**src/rtl/wb_arb_stage.sv**
```systemverilog
`default_nettype none
// ============================================================================
// Module   : wb_arb_stage
// Purpose  : RV32 writeback stage. Merges the in-order pipeline result with
//            long-latency unit results onto the single register-file write
//            port. Long-latency results are queued in a small FIFO. An age
//            counter on the FIFO head stalls the pipeline so the queue is
//            never starved. Load data extraction (byte/half/word with
//            sign/zero extension) is performed ahead of the writeback mux.
// Config   : `WB_LOAD_SUBWORD_EN - when defined, byte/half lane selection and
//            extension are built. When undefined, load data is the raw memory
//            word, and addr_lo/mem_size/mem_unsigned are ignored.
// Ports    : clk, rst (async, active-high)
//            i_pipe_*      pipeline slot (valid, results, load info, rd, sel)
//            o_wb_stall    pipeline slot not consumed; upstream holds inputs
//            i_ll_valid/o_ll_ready/i_ll_rd/i_ll_data  long-latency push side
//            o_rf_we/o_rf_waddr/o_rf_wdata            registered RF write port
//            o_ll_pending  FIFO non-empty
// Revision : 1.0 - initial release
// ============================================================================
module wb_arb_stage #(
  parameter int XLEN       = 32,
  parameter int LL_DEPTH   = 2,
  parameter int STARVE_MAX = 4
) (
  input  logic            clk,
  input  logic            rst,
  // pipeline slot
  input  logic            i_pipe_valid,
  input  logic [XLEN-1:0] i_pipe_opr_res,
  input  logic [XLEN-1:0] i_pipe_dmem_rdata,
  input  logic [1:0]      i_pipe_addr_lo,
  input  logic [1:0]      i_pipe_mem_size,
  input  logic            i_pipe_mem_unsigned,
  input  logic [4:0]      i_pipe_rd,
  input  logic [XLEN-1:0] i_pipe_pc4,
  input  logic            i_pipe_rf_en,
  input  logic [1:0]      i_pipe_wb_sel,
  output logic            o_wb_stall,
  // long-latency results
  input  logic            i_ll_valid,
  output logic            o_ll_ready,
  input  logic [4:0]      i_ll_rd,
  input  logic [XLEN-1:0] i_ll_data,
  // register-file write port
  output logic            o_rf_we,
  output logic [4:0]      o_rf_waddr,
  output logic [XLEN-1:0] o_rf_wdata,
  output logic            o_ll_pending
);

  localparam int c_ptr_w = (LL_DEPTH > 1) ? $clog2(LL_DEPTH) : 1;
  localparam int c_cnt_w = $clog2(LL_DEPTH) + 1;
  localparam int c_age_w = $clog2(STARVE_MAX + 1);

  localparam logic [c_cnt_w-1:0] c_depth  = c_cnt_w'(LL_DEPTH);
  localparam logic [c_age_w-1:0] c_starve = c_age_w'(STARVE_MAX);

  // --------------------------------------------------------------------------
  // State
  // --------------------------------------------------------------------------
  logic [4:0]         r_mem_rd   [LL_DEPTH];
  logic [XLEN-1:0]    r_mem_data [LL_DEPTH];
  logic [c_ptr_w-1:0] r_wr_ptr;
  logic [c_ptr_w-1:0] r_rd_ptr;
  logic [c_cnt_w-1:0] r_count;
  logic [c_age_w-1:0] r_age;

  logic               r_rf_we;
  logic [4:0]         r_rf_waddr;
  logic [XLEN-1:0]    r_rf_wdata;

  // --------------------------------------------------------------------------
  // Arbitration
  // --------------------------------------------------------------------------
  logic            w_pipe_req;
  logic            w_empty;
  logic            w_full;
  logic            w_starve;
  logic            w_pop;
  logic            w_push;
  logic            w_pipe_take;
  logic [4:0]      w_head_rd;
  logic [XLEN-1:0] w_head_data;

  assign w_pipe_req  = i_pipe_valid & i_pipe_rf_en;
  assign w_empty     = (r_count == '0);
  assign w_full      = (r_count == c_depth);
  // Head has waited its full budget: it wins the port even over the pipe.
  assign w_starve    = ~w_empty & (r_age == c_starve);
  assign w_pop       = ~w_empty & (w_starve | ~w_pipe_req);
  assign w_pipe_take = w_pipe_req & ~w_starve;

  assign o_ll_ready   = ~w_full & ~rst;
  assign w_push       = i_ll_valid & o_ll_ready;
  assign o_wb_stall   = w_pipe_req & w_starve;
  assign o_ll_pending = ~w_empty;

  assign w_head_rd   = r_mem_rd[r_rd_ptr];
  assign w_head_data = r_mem_data[r_rd_ptr];

  // --------------------------------------------------------------------------
  // Load data extraction
  // --------------------------------------------------------------------------
  logic [XLEN-1:0] w_load_data;

`ifdef WB_LOAD_SUBWORD_EN
  logic [7:0]  w_ld_byte;
  logic [15:0] w_ld_half;

  always_comb begin
    w_ld_byte = i_pipe_dmem_rdata[7:0];
    case (i_pipe_addr_lo)
      2'd0:    w_ld_byte = i_pipe_dmem_rdata[7:0];
      2'd1:    w_ld_byte = i_pipe_dmem_rdata[15:8];
      2'd2:    w_ld_byte = i_pipe_dmem_rdata[23:16];
      default: w_ld_byte = i_pipe_dmem_rdata[31:24];
    endcase
    // Halfwords are naturally aligned, so only addr_lo[1] selects the lane.
    w_ld_half = i_pipe_addr_lo[1] ? i_pipe_dmem_rdata[31:16]
                                  : i_pipe_dmem_rdata[15:0];

    case (i_pipe_mem_size)
      2'b00: begin
        if (i_pipe_mem_unsigned)
          w_load_data = {{(XLEN-8){1'b0}}, w_ld_byte};
        else
          w_load_data = {{(XLEN-8){w_ld_byte[7]}}, w_ld_byte};
      end
      2'b01: begin
        if (i_pipe_mem_unsigned)
          w_load_data = {{(XLEN-16){1'b0}}, w_ld_half};
        else
          w_load_data = {{(XLEN-16){w_ld_half[15]}}, w_ld_half};
      end
      default: w_load_data = i_pipe_dmem_rdata;
    endcase
  end
`else
  // Sub-word controls have no function in this build.
  logic w_unused_ld_ctrl;
  assign w_unused_ld_ctrl = ^{i_pipe_addr_lo, i_pipe_mem_size, i_pipe_mem_unsigned};
  assign w_load_data      = i_pipe_dmem_rdata;
`endif

  // --------------------------------------------------------------------------
  // Pipeline writeback select
  // --------------------------------------------------------------------------
  logic [XLEN-1:0] w_pipe_wdata;

  always_comb begin
    w_pipe_wdata = '0;
    case (i_pipe_wb_sel)
      2'b00:   w_pipe_wdata = i_pipe_opr_res;
      2'b01:   w_pipe_wdata = w_load_data;
      2'b10:   w_pipe_wdata = i_pipe_pc4;
      default: w_pipe_wdata = '0;
    endcase
  end

  // --------------------------------------------------------------------------
  // FIFO storage (contents need no reset; pointers/count guard validity)
  // --------------------------------------------------------------------------
  always_ff @(posedge clk) begin
    if (w_push) begin
      r_mem_rd[r_wr_ptr]   <= i_ll_rd;
      r_mem_data[r_wr_ptr] <= i_ll_data;
    end
  end

  // --------------------------------------------------------------------------
  // FIFO control and age counter
  // --------------------------------------------------------------------------
  always_ff @(posedge clk or posedge rst) begin
    if (rst) begin
      r_wr_ptr <= '0;
      r_rd_ptr <= '0;
      r_count  <= '0;
      r_age    <= '0;
    end else begin
      if (w_push)
        r_wr_ptr <= r_wr_ptr + c_ptr_w'(1);
      if (w_pop)
        r_rd_ptr <= r_rd_ptr + c_ptr_w'(1);

      case ({w_push, w_pop})
        2'b10:   r_count <= r_count + c_cnt_w'(1);
        2'b01:   r_count <= r_count - c_cnt_w'(1);
        default: r_count <= r_count;
      endcase

      // Age tracks how long the current head has waited; a push into an
      // empty FIFO starts the new head at zero.
      if (w_pop || w_empty)
        r_age <= '0;
      else if (r_age != c_starve)
        r_age <= r_age + c_age_w'(1);
    end
  end

  // --------------------------------------------------------------------------
  // Registered register-file write port
  // --------------------------------------------------------------------------
  always_ff @(posedge clk or posedge rst) begin
    if (rst) begin
      r_rf_we    <= 1'b0;
      r_rf_waddr <= '0;
      r_rf_wdata <= '0;
    end else if (w_pop) begin
      // x0 entries still drain from the FIFO but never write.
      r_rf_we    <= (w_head_rd != 5'd0);
      r_rf_waddr <= w_head_rd;
      r_rf_wdata <= w_head_data;
    end else if (w_pipe_take) begin
      r_rf_we    <= (i_pipe_rd != 5'd0);
      r_rf_waddr <= i_pipe_rd;
      r_rf_wdata <= w_pipe_wdata;
    end else begin
      r_rf_we    <= 1'b0;
    end
  end

  assign o_rf_we    = r_rf_we;
  assign o_rf_waddr = r_rf_waddr;
  assign o_rf_wdata = r_rf_wdata;

endmodule
`default_nettype wire

```
**config.mk**
```make
export PLATFORM = sky130hd
export DESIGN_NAME = wb_arb_stage
export DESIGN_NICKNAME = d
export VERILOG_FILES = /design/src/rtl/wb_arb_stage.sv
export SDC_FILE = /design/constraint.sdc
export NUM_CORES = 1
export LEC_CHECK = 0
export CAP_MARGIN = 20
export CELL_PAD_IN_SITES_DETAIL_PLACEMENT = 0
export CELL_PAD_IN_SITES_GLOBAL_PLACEMENT = 1
export CORE_MARGIN = 8
export CORE_UTILIZATION = 38
export DETAILED_ROUTE_END_ITERATION = 8
export GPL_TIMING_DRIVEN = 0
export PLACE_DENSITY = 0.89
export SKIP_LAST_GASP = 1
export SYNTH_ARGS = -nofsm -noshare
export SYNTH_HDL_FRONTEND = slang
export SYNTH_SLANG_ARGS = --single-unit
```
**constraint.sdc**
```tcl
create_clock -name clk -period 5.5 [get_ports clk]
set_clock_uncertainty 0.15 [all_clocks]
set_input_delay 1.1 -clock clk [delete_from_list [all_inputs] [get_ports clk]]
set_output_delay 1.1 -clock clk [all_outputs]
set_load 0.01 [all_outputs]
```
; ---- Word level (Yosys, flattened, before mapping)
; Memory sizes are Yosys's and may differ from the RTL's.
; Index checks and enable logic that the tools add are counted.
[op_classes]
reduce_logical = 8
mux = 12
n_bitwise = 13
add_sub_neg = 5
n_eq_ne = 7
[op_table]
columns = op, n
row1 = $pmux 32 s3, 1
row2 = $mux 32, 2
row3 = $mux 5, 2
row4 = $reduce_bool 5->1, 2
row5 = $and 1x1->1, 7
row6 = $eq 2x2->1 const B, 3
row7 = $mux 3, 2
row8 = $reduce_bool 2->1, 3
row9 = $not 1->1, 5
row10 = $eq 2x1->1 const B, 2
row11 = $logic_not 2->1, 2
row12 = $mux 1, 4
row13 = $pmux 2 s2, 1
row14 = $add 3x1->3 const B, 1
row15 = $eq 3x3->1 const B, 1
row16 = $ne 3x3->1 const B, 1
row17 = $add 1x1->1 const B, 2
row18 = $add 2x1->2 const B, 1
row19 = $sub 2x1->2 const B, 1
row20 = $logic_or 1x1->1, 1
row21 = $or 1x1->1, 1
[totals]
wordCells = 54
register_bits = 45
in_bits = 150
memories = 2
mem_bits_rw = 74
output_inout_bits = 41
[mem_list]
columns = name, words, word_bits, rd, rd_ports_with_merged_regs, write_ports, line
row1 = r_mem_data, 2, 32, 1, 0, 1, 63  ; logic [XLEN-1:0] r_mem_data [LL_DEPTH];
row2 = r_mem_rd, 2, 5, 1, 0, 1, 62  ; logic [4:0] r_mem_rd [LL_DEPTH];

; ---- Longest topological paths before layout
[logic_depth]
word_depth = 7
depth_mapped = 9

; ---- Least setup slack after synthesis
; No wires, ideal clock.
[synth_path]
kind = input to register
from = in rst
to = mem r_mem_data[0][0] (enable)
setup_slack_ns = 1.807
t_arrival_ns = 3.112
stages = 3
setup_time_ns = 0.431
cell_sequence = a21oi_1 nand2_1 nor2_1
[synth_via]
elab_chain_cells = 5
[synth_lines]
columns = element, line
row1 = "start, declared", 27  ; input logic rst,
row2 = $not 1->1, 94  ; assign o_ll_ready = ~w_full & ~rst;
row3 = $and 1x1->1, 94
row4 = $and 1x1->1, 95  ; assign w_push = i_ll_valid & o_ll_ready;
row5 = $mux 1, 165  ; if (w_push) begin
row6 = $mux 1 (not written as such), 167  ; r_mem_data[r_wr_ptr] <= i_ll_data;
row7 = "end, declared", 63
; No other way between the ends.

; ---- Worst setup path after layout
[layout_path]
from = in i_pipe_valid
to = out o_wb_stall
[layout_via]
elab_chain_cells = 2
[layout_lines]
columns = element, line
row1 = "start, declared", 29  ; input logic i_pipe_valid,
row2 = $and 1x1->1, 86  ; assign w_pipe_req = i_pipe_valid & i_pipe_rf_en;
row3 = $and 1x1->1, 96  ; assign o_wb_stall = w_pipe_req & w_starve;
row4 = "end, declared", 39  ; output logic o_wb_stall,
; No other way between the ends.

==> flow_summary.ini <==
[outcome]
status = completed

[floorplanning]
die_h_um = 134
ios = 191
die_w_um = 134
initial_utilization_pct = 38.5
rows = 43
die-area_um2 = 17900
core_um2 = 13700

[routing]
drc_errors = 0
vias = 4027
drt.antenna.violating_nets = 0
drt-total-wl_um = 15700
dr.pass1.iters = 4
routedWlPerCell_um = 19.8
drtIter0Drc = 182
viasPerCell = 5.08

[sta]
period_needed_ns = 3.81
hold_viol_final = 0
tns_ns = 0
worst_pin_slew_ns = 0.692
rsz0062_at_grt = no
slew_headroom_pct = 53.8
setup_viol = 0
fin_crit_sh_pct = 69.3
fmax_mhz = 262
worst_slack_ns = 1.69
maxSlewViolCount = 0

[layout]
fillers = 1136
nets = 752
drive_gt1_share_pct = 16.8
layoutNonFillerInstCount = 792
regArea_um2 = 3350
fin_area_um2 = 8050
syn_to_final_growth_pct = 52.3
multi_input_area_um2 = 1750
antenna_cells = 0

[clock_tree]
h-tree-depth = 4
cts_sinks = 119
post_cts_buffers = 0
ctsRootBufferMaster = clkbuf_16
cts_resized = 0
clk_pin_slew_ns = 0.05
cts_tree = yes
cts_buffers = 17
postCtsHoldBufs = 0
clock_latency_ns = 0.40
clock_path_buffers = 2

[pwr]
combPwrFrac_pct = 35.3
clkPwrFrac_pct = 30.4
finalPower_mw = 3.86
switching_power_mw = 1.14
vdd_drop_max_uv = 224
internal-power_mw = 2.71
p_leak_nw = 3.06
p_seq_share_pct = 34.3
power_density_nw_per_um2 = 479
swShare_pct = 29.6

[yosys]
synth.avg_cell_area_um2 = 13.4
yosys-top-cells-area = edfxtp_1 42%, dfrtp_1 21%, mux2i_1 7.0%
synth_top_area_share_pct = 42.0
synth_area_leader_cell = edfxtp_1
yosysMostFrequentCell = edfxtp_1
syn_area_um2 = 5290
syn_nets = 547
synth_edf_count = 74
synth_commonest_cells = 74 x edfxtp_1, 60 x a21oi_1, 45 x dfrtp_1
synthCells = 394
yosysUniqueCellTypes = 33
ys_seq_area_share_pct = 63.3
synth_flop_cell = edfxtp_1
yosys_warnings = 0
synth-async-reset-ratio_pct = 37.8
ys_ff_latch = 119

[worst_setup_path]
cp-end-kind = output port
cp-startpoint = i_pipe_valid
path_delay_family = buffers and inverters
cp_cell_sequence = clkdlybuf4s50_1 > nand2_1 > nor3_1 > clkdlybuf4s50_1
slowest_delay_ns = 0.59
cp.arrival_ns = 2.56
start_kind = primary input
crit_slowest_cell = clkdlybuf4s50_1
cp.required_ns = 4.25
cpMostUsedCell = clkdlybuf4s50_1
critical_path_class = in2out
crit_buf_inv = 2
crit_fanout = 4
regToRegStartpoint = r_count[0]

[place]
placedCellCount = 760
dpl.hpwl_um = 11600
gp_congestion = 0.785
post-place-ws_ns = 1.70
dpl_cell_area_um2 = 7420
portBuffers = 183

[min_path]
hp-start = r_age[0]
holdCritPathClass = reg2reg

[flow_run]
cap_violations = 0

[grt]
grt_pass1_vias = 4594
grt_pass1_wl_um = 24800
grt_max_degree = 25
grt_use_total_pct = 18.0
antenna_found_initial = 0
gr-total-overflow = 0
-- cells in the final DEF, fill, tap and decap left out, drive strengths merged, types with 6 or more instances in the layout --
cell type      count
a21oi             66
buf               25
clkbuf            27
clkdlybuf4s50    183
clkinv             6
dfrtp             45
edfxtp            74
inv                6
mux2              32
mux2i             37
nor2              44
o22ai             33
-- layer usage --
layer  GRT usage [%]  part of all wire, %  routed length, µm
met4            7.42                  2.3                357
met1            20.1                   39               6180
met5               0                    0                  0
met3            6.88                  8.1               1270
met2            30.4                   50               7870
-- worst paths after layout --
path,end,slack (ns),cells after the start
min,r_age[0],0.32,1
max,o_wb_stall,1.69,4
min in group asynchronous,r_wr_ptr,0.94,2
min reg2reg,r_age[0],0.32,1
max in group asynchronous,o_rf_wdata[16],3.73,3
max reg2reg,r_mem_data[0][14],3.34,5
-- power groups by stage --
| stage | Combinational, mW | Clock, mW | Sequential (mW) |
|---|---|---|---|
| final | 1.36 | 1.17 | 1.32 |
| after global routing | 1.48 | 1.24 | 1.35 |
| after CTS | 1.39 | 1.19 | 1.33 |
| after detailed placement | 1.38 | 0 | 1.34 |
| after global placement | 1.33 | 0 | 1.33 |
| after floorplan | 0.671 | 0 | 1.38 |
-- flip-flops by register name, indices dropped and copies added (netlist names) --
name and cells:
r_mem_data 64, o_rf_wdata 32, r_mem_rd 10, o_rf_waddr 5, r_age 3, r_count 2
o_rf_we 1, r_rd_ptr 1, r_wr_ptr 1
-- logic make-up (layout without fill, tap and decap cells) --
logic type      count (synthesis)  in the layout  share of synthesized area, %
mux                            69             69                          13.8
buf+inv                        33            251                          3.81
flops                         119            119                          63.3
fa+ha+maj                       3              3                         0.710
compound gates                106            106                          12.3
simple gates                   58             58                          5.02
xor+xnor                        6              6                         0.994
-- metrics by stage --
| step | hold WS [ns] | utilization (%) |
|---|---|---|
| global placement | 0.293 | 53.5 |
| floorplan | 0.282 | - |
| detailed placement | 0.317 | 54.1 |
| global route | 0.353 | 58.7 |
| finish | 0.321 | 58.7 |
| CTS | 0.323 | 58.7 |
-- final cells by class --
class | instances | area share (%)
buffer | 26 | 2.11
clock buffer | 23 | 6.06
clock inverter | 9 | 1.80
inverter | 7 | 0.388
multi-input combinational | 242 | 21.7
sequential | 119 | 41.6
tap | 180 | 2.80
timing repair buffer | 186 | 23.6
Power figures use the tool's default switching activity.
